### config.mk
export PLATFORM = sky130hd
export DESIGN_NAME = dffram_host_seq
export DESIGN_NICKNAME = d
export VERILOG_FILES = /design/src/rtl/dffram_host_pkg.sv /design/src/rtl/dffram_host_pinmux.sv /design/src/rtl/dffram_host_seq.sv
export SDC_FILE = /design/constraint.sdc
export NUM_CORES = 1
export LEC_CHECK = 0
export ABC_AREA = 1
export CAP_MARGIN = 40
export CORE_MARGIN = 4
export CORE_UTILIZATION = 45
export CTS_BUF_LIST = sky130_fd_sc_hd__clkbuf_16
export DETAILED_ROUTE_END_ITERATION = 16
export PLACE_DENSITY = 0.95
export SLEW_MARGIN = 20
export SYNTH_ARGS = -nofsm -noshare
export SYNTH_HDL_FRONTEND = slang
export SYNTH_SLANG_ARGS = --single-unit
### constraint.sdc
create_clock -name clk -period 2.03 [get_ports clk]
set_clock_uncertainty 0.05 [all_clocks]
set_input_delay 0.203 -clock clk [delete_from_list [all_inputs] [get_ports clk]]
set_output_delay 0.203 -clock clk [all_outputs]
set_load 0.03 [all_outputs]
### src/rtl/dffram_host_pkg.sv
// Shared widths, FSM encoding and TinyTapeout pin positions for the DFF RAM host sequencer.
package dffram_host_pkg;

  localparam int ADDR_W = 5;
  localparam int DATA_W = 4;
  localparam int CNT_W  = 3;

  localparam int WE_BIT      = 7;
  localparam int ADDRA_LSB   = 0;
  localparam int ADDRB_LSB   = 0;
  localparam int WDATA_LSB   = 4;
  localparam int RDATA_A_LSB = 0;
  localparam int RDATA_B_LSB = 4;

  typedef enum logic [2:0] {
    ST_IDLE    = 3'd0,
    ST_WR      = 3'd1,
    ST_RD_WAIT = 3'd2,
    ST_RSP     = 3'd3,
    ST_WV      = 3'd4
  } state_t;

endpackage

### src/rtl/dffram_host_pinmux.sv
// Maps sequencer state and latched request fields onto the tile's ui_in/uio_in pins
// and splits the tile's uo_out into the two read nibbles.
module dffram_host_pinmux
  import dffram_host_pkg::*;
(
  input  state_t              i_state,
  input  logic [ADDR_W-1:0]   i_addr_a,
  input  logic [ADDR_W-1:0]   i_addr_b,
  input  logic [DATA_W-1:0]   i_wdata,
  input  logic [7:0]          i_uo_out,
  output logic [7:0]          o_ui_in,
  output logic [7:0]          o_uio_in,
  output logic [DATA_W-1:0]   o_rdata_a,
  output logic [DATA_W-1:0]   o_rdata_b
);

  // Pins are a pure function of the state register, so an async reset idles them at once.
  always_comb begin
    o_ui_in  = '0;
    o_uio_in = '0;
    case (i_state)
      ST_WR: begin
        o_ui_in[ADDRA_LSB +: ADDR_W]  = i_addr_a;
        o_ui_in[WE_BIT]               = 1'b1;
        o_uio_in[WDATA_LSB +: DATA_W] = i_wdata;
      end
      ST_RD_WAIT: begin
        o_ui_in[ADDRA_LSB +: ADDR_W]  = i_addr_a;
        o_uio_in[ADDRB_LSB +: ADDR_W] = i_addr_b;
      end
      ST_WV: begin
        o_ui_in[ADDRA_LSB +: ADDR_W]  = i_addr_a;
      end
      default: ;
    endcase
  end

  assign o_rdata_a = i_uo_out[RDATA_A_LSB +: DATA_W];
  assign o_rdata_b = i_uo_out[RDATA_B_LSB +: DATA_W];

endmodule

### src/rtl/dffram_host_seq.sv
// Host-side initiator for the 32x4 2R1W DFF RAM tile pin protocol.
// Optional write read-back check enabled by defining DFFRAM_HOST_WVERIFY_EN.
//
// state   | meaning
// IDLE    | pins idle, accepting requests once the tile is enabled
// WR      | one-cycle write strobe with address and data on the pins
// RD_WAIT | read addresses held while the latency counter runs down
// RSP     | captured read data offered until the consumer takes it
// WV      | (optional) read-back of the just-written word on port A
module dffram_host_seq
  import dffram_host_pkg::*;
#(
  parameter int RD_LAT = 2
) (
  input  logic              clk,
  input  logic              rst_n,
  input  logic              req_valid,
  output logic              req_ready,
  input  logic              req_write,
  input  logic [ADDR_W-1:0] req_addr_a,
  input  logic [ADDR_W-1:0] req_addr_b,
  input  logic [DATA_W-1:0] req_wdata,
  output logic              rsp_valid,
  input  logic              rsp_ready,
  output logic [DATA_W-1:0] rsp_data_a,
  output logic [DATA_W-1:0] rsp_data_b,
  output logic              ram_ena,
  output logic [7:0]        ram_ui_in,
  output logic [7:0]        ram_uio_in,
  input  logic [7:0]        ram_uo_out,
  input  logic [7:0]        ram_uio_oe,
  output logic              err
);

  localparam logic [CNT_W-1:0] CNT_INIT = CNT_W'(RD_LAT - 1);

  state_t              r_state;
  state_t              w_state_nxt;
  logic                r_ena;
  logic                r_err;
  logic [ADDR_W-1:0]   r_addr_a;
  logic [ADDR_W-1:0]   r_addr_b;
  logic [DATA_W-1:0]   r_wdata;
  logic [DATA_W-1:0]   r_rsp_a;
  logic [DATA_W-1:0]   r_rsp_b;
  logic [CNT_W-1:0]    r_cnt;
  logic                w_accept;
  logic                w_cnt_zero;
  logic                w_verify_fail;
  logic [DATA_W-1:0]   w_rdata_a;
  logic [DATA_W-1:0]   w_rdata_b;

  assign req_ready  = r_ena && (r_state == ST_IDLE);
  assign w_accept   = req_valid && req_ready;
  assign w_cnt_zero = (r_cnt == '0);
  assign rsp_valid  = (r_state == ST_RSP);
  assign rsp_data_a = r_rsp_a;
  assign rsp_data_b = r_rsp_b;
  assign ram_ena    = r_ena;
  assign err        = r_err;

`ifdef DFFRAM_HOST_WVERIFY_EN
  assign w_verify_fail = (r_state == ST_WV) && w_cnt_zero && (w_rdata_a != r_wdata);
`else
  assign w_verify_fail = 1'b0;
`endif

  always_ff @(posedge clk or negedge rst_n) begin
    if (!rst_n) begin
      r_state <= ST_IDLE;
    end else begin
      r_state <= w_state_nxt;
    end
  end

  always_comb begin
    w_state_nxt = r_state;
    case (r_state)
      ST_IDLE: begin
        if (w_accept) begin
          w_state_nxt = req_write ? ST_WR : ST_RD_WAIT;
        end
      end
      ST_WR: begin
`ifdef DFFRAM_HOST_WVERIFY_EN
        w_state_nxt = ST_WV;
`else
        w_state_nxt = ST_IDLE;
`endif
      end
      ST_RD_WAIT: begin
        if (w_cnt_zero) begin
          w_state_nxt = ST_RSP;
        end
      end
      ST_RSP: begin
        if (rsp_ready) begin
          w_state_nxt = ST_IDLE;
        end
      end
      ST_WV: begin
        if (w_cnt_zero) begin
          w_state_nxt = ST_IDLE;
        end
      end
      default: w_state_nxt = ST_IDLE;
    endcase
  end

  // Request fields stay latched after accept so the pinmux can hold them for the whole operation.
  always_ff @(posedge clk or negedge rst_n) begin
    if (!rst_n) begin
      r_ena    <= 1'b0;
      r_err    <= 1'b0;
      r_addr_a <= '0;
      r_addr_b <= '0;
      r_wdata  <= '0;
      r_rsp_a  <= '0;
      r_rsp_b  <= '0;
      r_cnt    <= '0;
    end else begin
      r_ena <= 1'b1;
      if ((r_ena && (ram_uio_oe != 8'h00)) || w_verify_fail) begin
        r_err <= 1'b1;
      end
      if (w_accept) begin
        r_addr_a <= req_addr_a;
        r_addr_b <= req_addr_b;
        r_wdata  <= req_wdata;
        r_cnt    <= CNT_INIT;
      end
      if (r_state == ST_WR) begin
        r_cnt <= CNT_INIT;
      end
      if (((r_state == ST_RD_WAIT) || (r_state == ST_WV)) && !w_cnt_zero) begin
        r_cnt <= r_cnt - 1'b1;
      end
      if ((r_state == ST_RD_WAIT) && w_cnt_zero) begin
        r_rsp_a <= w_rdata_a;
        r_rsp_b <= w_rdata_b;
      end
    end
  end

  dffram_host_pinmux u_pinmux (
    .i_state   (r_state),
    .i_addr_a  (r_addr_a),
    .i_addr_b  (r_addr_b),
    .i_wdata   (r_wdata),
    .i_uo_out  (ram_uo_out),
    .o_ui_in   (ram_ui_in),
    .o_uio_in  (ram_uio_in),
    .o_rdata_a (w_rdata_a),
    .o_rdata_b (w_rdata_b)
  );

endmodule
==> results of run 1 <==
## registers in the layout, indices dropped and copies added (netlist names)
signal	count
r_state	2
r_addr_b	5
r_addr_a	5
rsp_data_a	4
err	1
r_cnt	3
ram_ena	1
r_wdata	4
rsp_data_b	4
## what timing repair did
| action | CTS | global route |
|---|---|---|
| pin swaps | 0 | 0 |
| endpoints found under the hold margin | 0 | 0 |
| setup endpoints to repair | 13 | 4 |
| gates resized for setup | 13 | 4 |
## per-stage QoR
stage | hold slack, ns | power, mW | cell area, um2 | std cells | worst slack [ns]
after floorplan | -0.143 | 2.10 | 1470 | 184 | 0.344
after global routing | 0.249 | 3.61 | 2240 | 294 | 0.00112
final | 0.209 | 3.36 | 2240 | 294 | 0.113
after global placement | 0.398 | 2.68 | 2110 | 286 | 0.167
after CTS | 0.208 | 3.38 | 2230 | 294 | 0.0103
after detailed placement | 0.406 | 2.75 | 2110 | 286 | 0.0886
## final cells by class
type	instances	area, um2	area share, %
Clock buffer	5	125	5.59
Clock inverter	3	17.5	0.783
Inverter	31	116	5.20
Multi-Input combinational cell	117	573	25.6
Sequential cell	29	726	32.4
Tap cell	44	55.1	2.46
Timing Repair Buffer	65	626	27.9
## power by group
part           switching (mW)  internal, mW  total, mW  leakage, nW
registers               0.147         0.847      0.994        0.355
clock network           0.240         0.447      0.688       0.0696
logic                    1.04         0.639       1.67        0.828
## worst paths after layout
check | to | slack, ns | start
setup / recovery | ram_ui_in[1] | 0.11 | r_state[0]
hold / removal | r_addr_a[3] | 0.21 | rst_n
setup reg to reg | r_state[1] | 0.32 | r_state[0]
hold reg to reg | err | 0.42 | err
max in group asynchronous | rsp_data_a[2] | 1.20 | rst_n
min in group clk | err | 0.42 | err
## cell usage in the layout (no fill, tap or decap)
master	synthesis	routed
nand2_1	67	67
clkdlybuf4s50_1	0	45
inv_1	29	29
dfrtp_1	29	29
nand3_1	15	15
dlygate4sd2_1	0	10
o21ai_1	9	9
ha_1	6	6
buf_4	4	6
nor2_1	5	5
clkbuf_16	0	5
nand4_1	4	4
conb_1	2	3
clkdlybuf4s15_1	0	3
inv_2	2	2
nand2_2	2	2
nand3_2	2	2
clkinv_2	0	2
a21boi_1	1	1
nand3_4	1	1
or2_1	1	1
o21bai_1	1	1
clkinvlp_4	0	1
dlymetal6s2s_1	0	1
## per-layer routing
layer | GRT usage [%] | share of wire, % | up-vias
met4 | 6.22 | 0.54 | 0
met2 | 32.1 | 54 | 46
li1 | - | - | 684
met5 | 0 | 0 | -
met3 | 8.21 | 7.7 | 2
met1 | 18.7 | 37 | 605
## critical path, stage by stage, from the launching register on
cell             delay, ns
dfrtp_1               0.39
inv_1                 0.08
ha_1                  0.40
nand2_1               0.09
inv_1                 0.06
clkdlybuf4s15_1       0.37
## cells by family (layout without fill, tap and decap cells)
group | Yosys count | after routing | synth area share [%]
flip-flops | 29 | 29 | 49.4
AO/OA/AOI/OAI | 11 | 11 | 4.09
buffers and inverters | 38 | 104 | 11.8
other | 2 | 3 | 0.511
AND/OR/NAND/NOR | 97 | 97 | 29.0
adder cells (fa/ha/maj) | 6 | 6 | 5.11
==> flow_summary.yaml, run 1 <==
logic_synthesis:
  avgSynthCellArea_um2: 8.03
  seq_area_frac_synth_pct: 49.4
  syn_inst: 183
  synth.most_common_cell: "nand2_1"
  synth_cell_types: 19
  synth_common_cells: "67 x nand2_1, 29 x dfrtp_1, 29 x inv_1"
  yosysTopAreaCell: "dfrtp_1"
  yosys_register_bits: 29
  synthTopCellsByArea: "dfrtp_1 49%, nand2_1 17%, inv_1 7.4%"
  synth_edf_count: 0
  syn-cell-area_um2: 1470
  ys.flop_type: "dfrtp_1"
  synth_top_area_share_pct: 49.4
  synthArstFlopShare_pct: 100
  yosys_warnings: 0
final_layout:
  fin_util_pct: 72.7
  drive_gt1_share_pct: 8.40
  area_growth_pct: 52.4
  fill_cells: 239
  nets: 290
  num_antenna_cells: 0
power_and_ir_drop:
  powerDensity_nw_per_um2: 1500
  ir_worst_vdd_mv: 1.08
  leakage_nw: 1.25
timing:
  final-setup-viol-count: 0
  rsz0062_at_grt: "no"
  fmaxAchievable_ghz: 0.522
  setup_tns_ns: 0
  hold_violations: 0
  period_share_pct: 94.4
  drv_slew: 0
  fin_crit_ns: 1.92
detailed_routing:
  first_pass_iters: 4
  initialDrtViolationCount: 50
  drc: 0
  viasPerCell: 4.55
  vias: 1337
  ant_nets: 0
  post_drt_wl_per_cell_um: 12.0
  drt-total-wl_mm: 3.52
clock_network:
  hold_buffers: 0
  numCtsBuffers: 5
  clk_path_buf_depth: 2
  cts_tree: "yes"
  h-tree-depth: 2
  clk_latency_ns: 0.27
  numClockSinks: 29
  cts-root-buf: "clkbuf_16"
  cts.clk_slew.worst_paths_ns: 0.05
  post-cts-setup-buffer-count: 0
floorplan:
  start_util_pct: 47.7
  die_y_um: 65.1
  dieWidth_um: 65.1
  core-area_um2: 3080
  dieArea_um2: 4240
  io_pins: 63
  rows: 20
global_route:
  grt_max_degree: 17
  track_usage_pct: 18.0
  overflow: 0
  antenna_found_initial: 0
  grt_pass1_wl_mm: 5.72
  grt_pass1_vias: 1328
worst_setup_path:
  cp-end-kind: "output pin"
  reg2reg_depth: 7
  startpoint_type: "flip-flop"
  cp_data_arrival_time_ns: 1.66
  required_ns: 1.78
  crit_type: "reg2out"
  cp_max_fo: 6
place:
  hpwl_mm: 2.76
  routabilityCongestion: 0.769
  port_buffers: 60
run_status:
  status: "finished, final reports clean"
hold_path:
  hp-class: "in2async"
job:
  cap_violations: 0
Note: power is estimated with default switching activity, not from simulation.
==> run 2, diff against run 1 <==
- GPL_ROUTABILITY_DRIVEN: default -> 0
==> results of run 2 <==
Same layout as run 1: the final DEF is identical, and so are final timing and power.
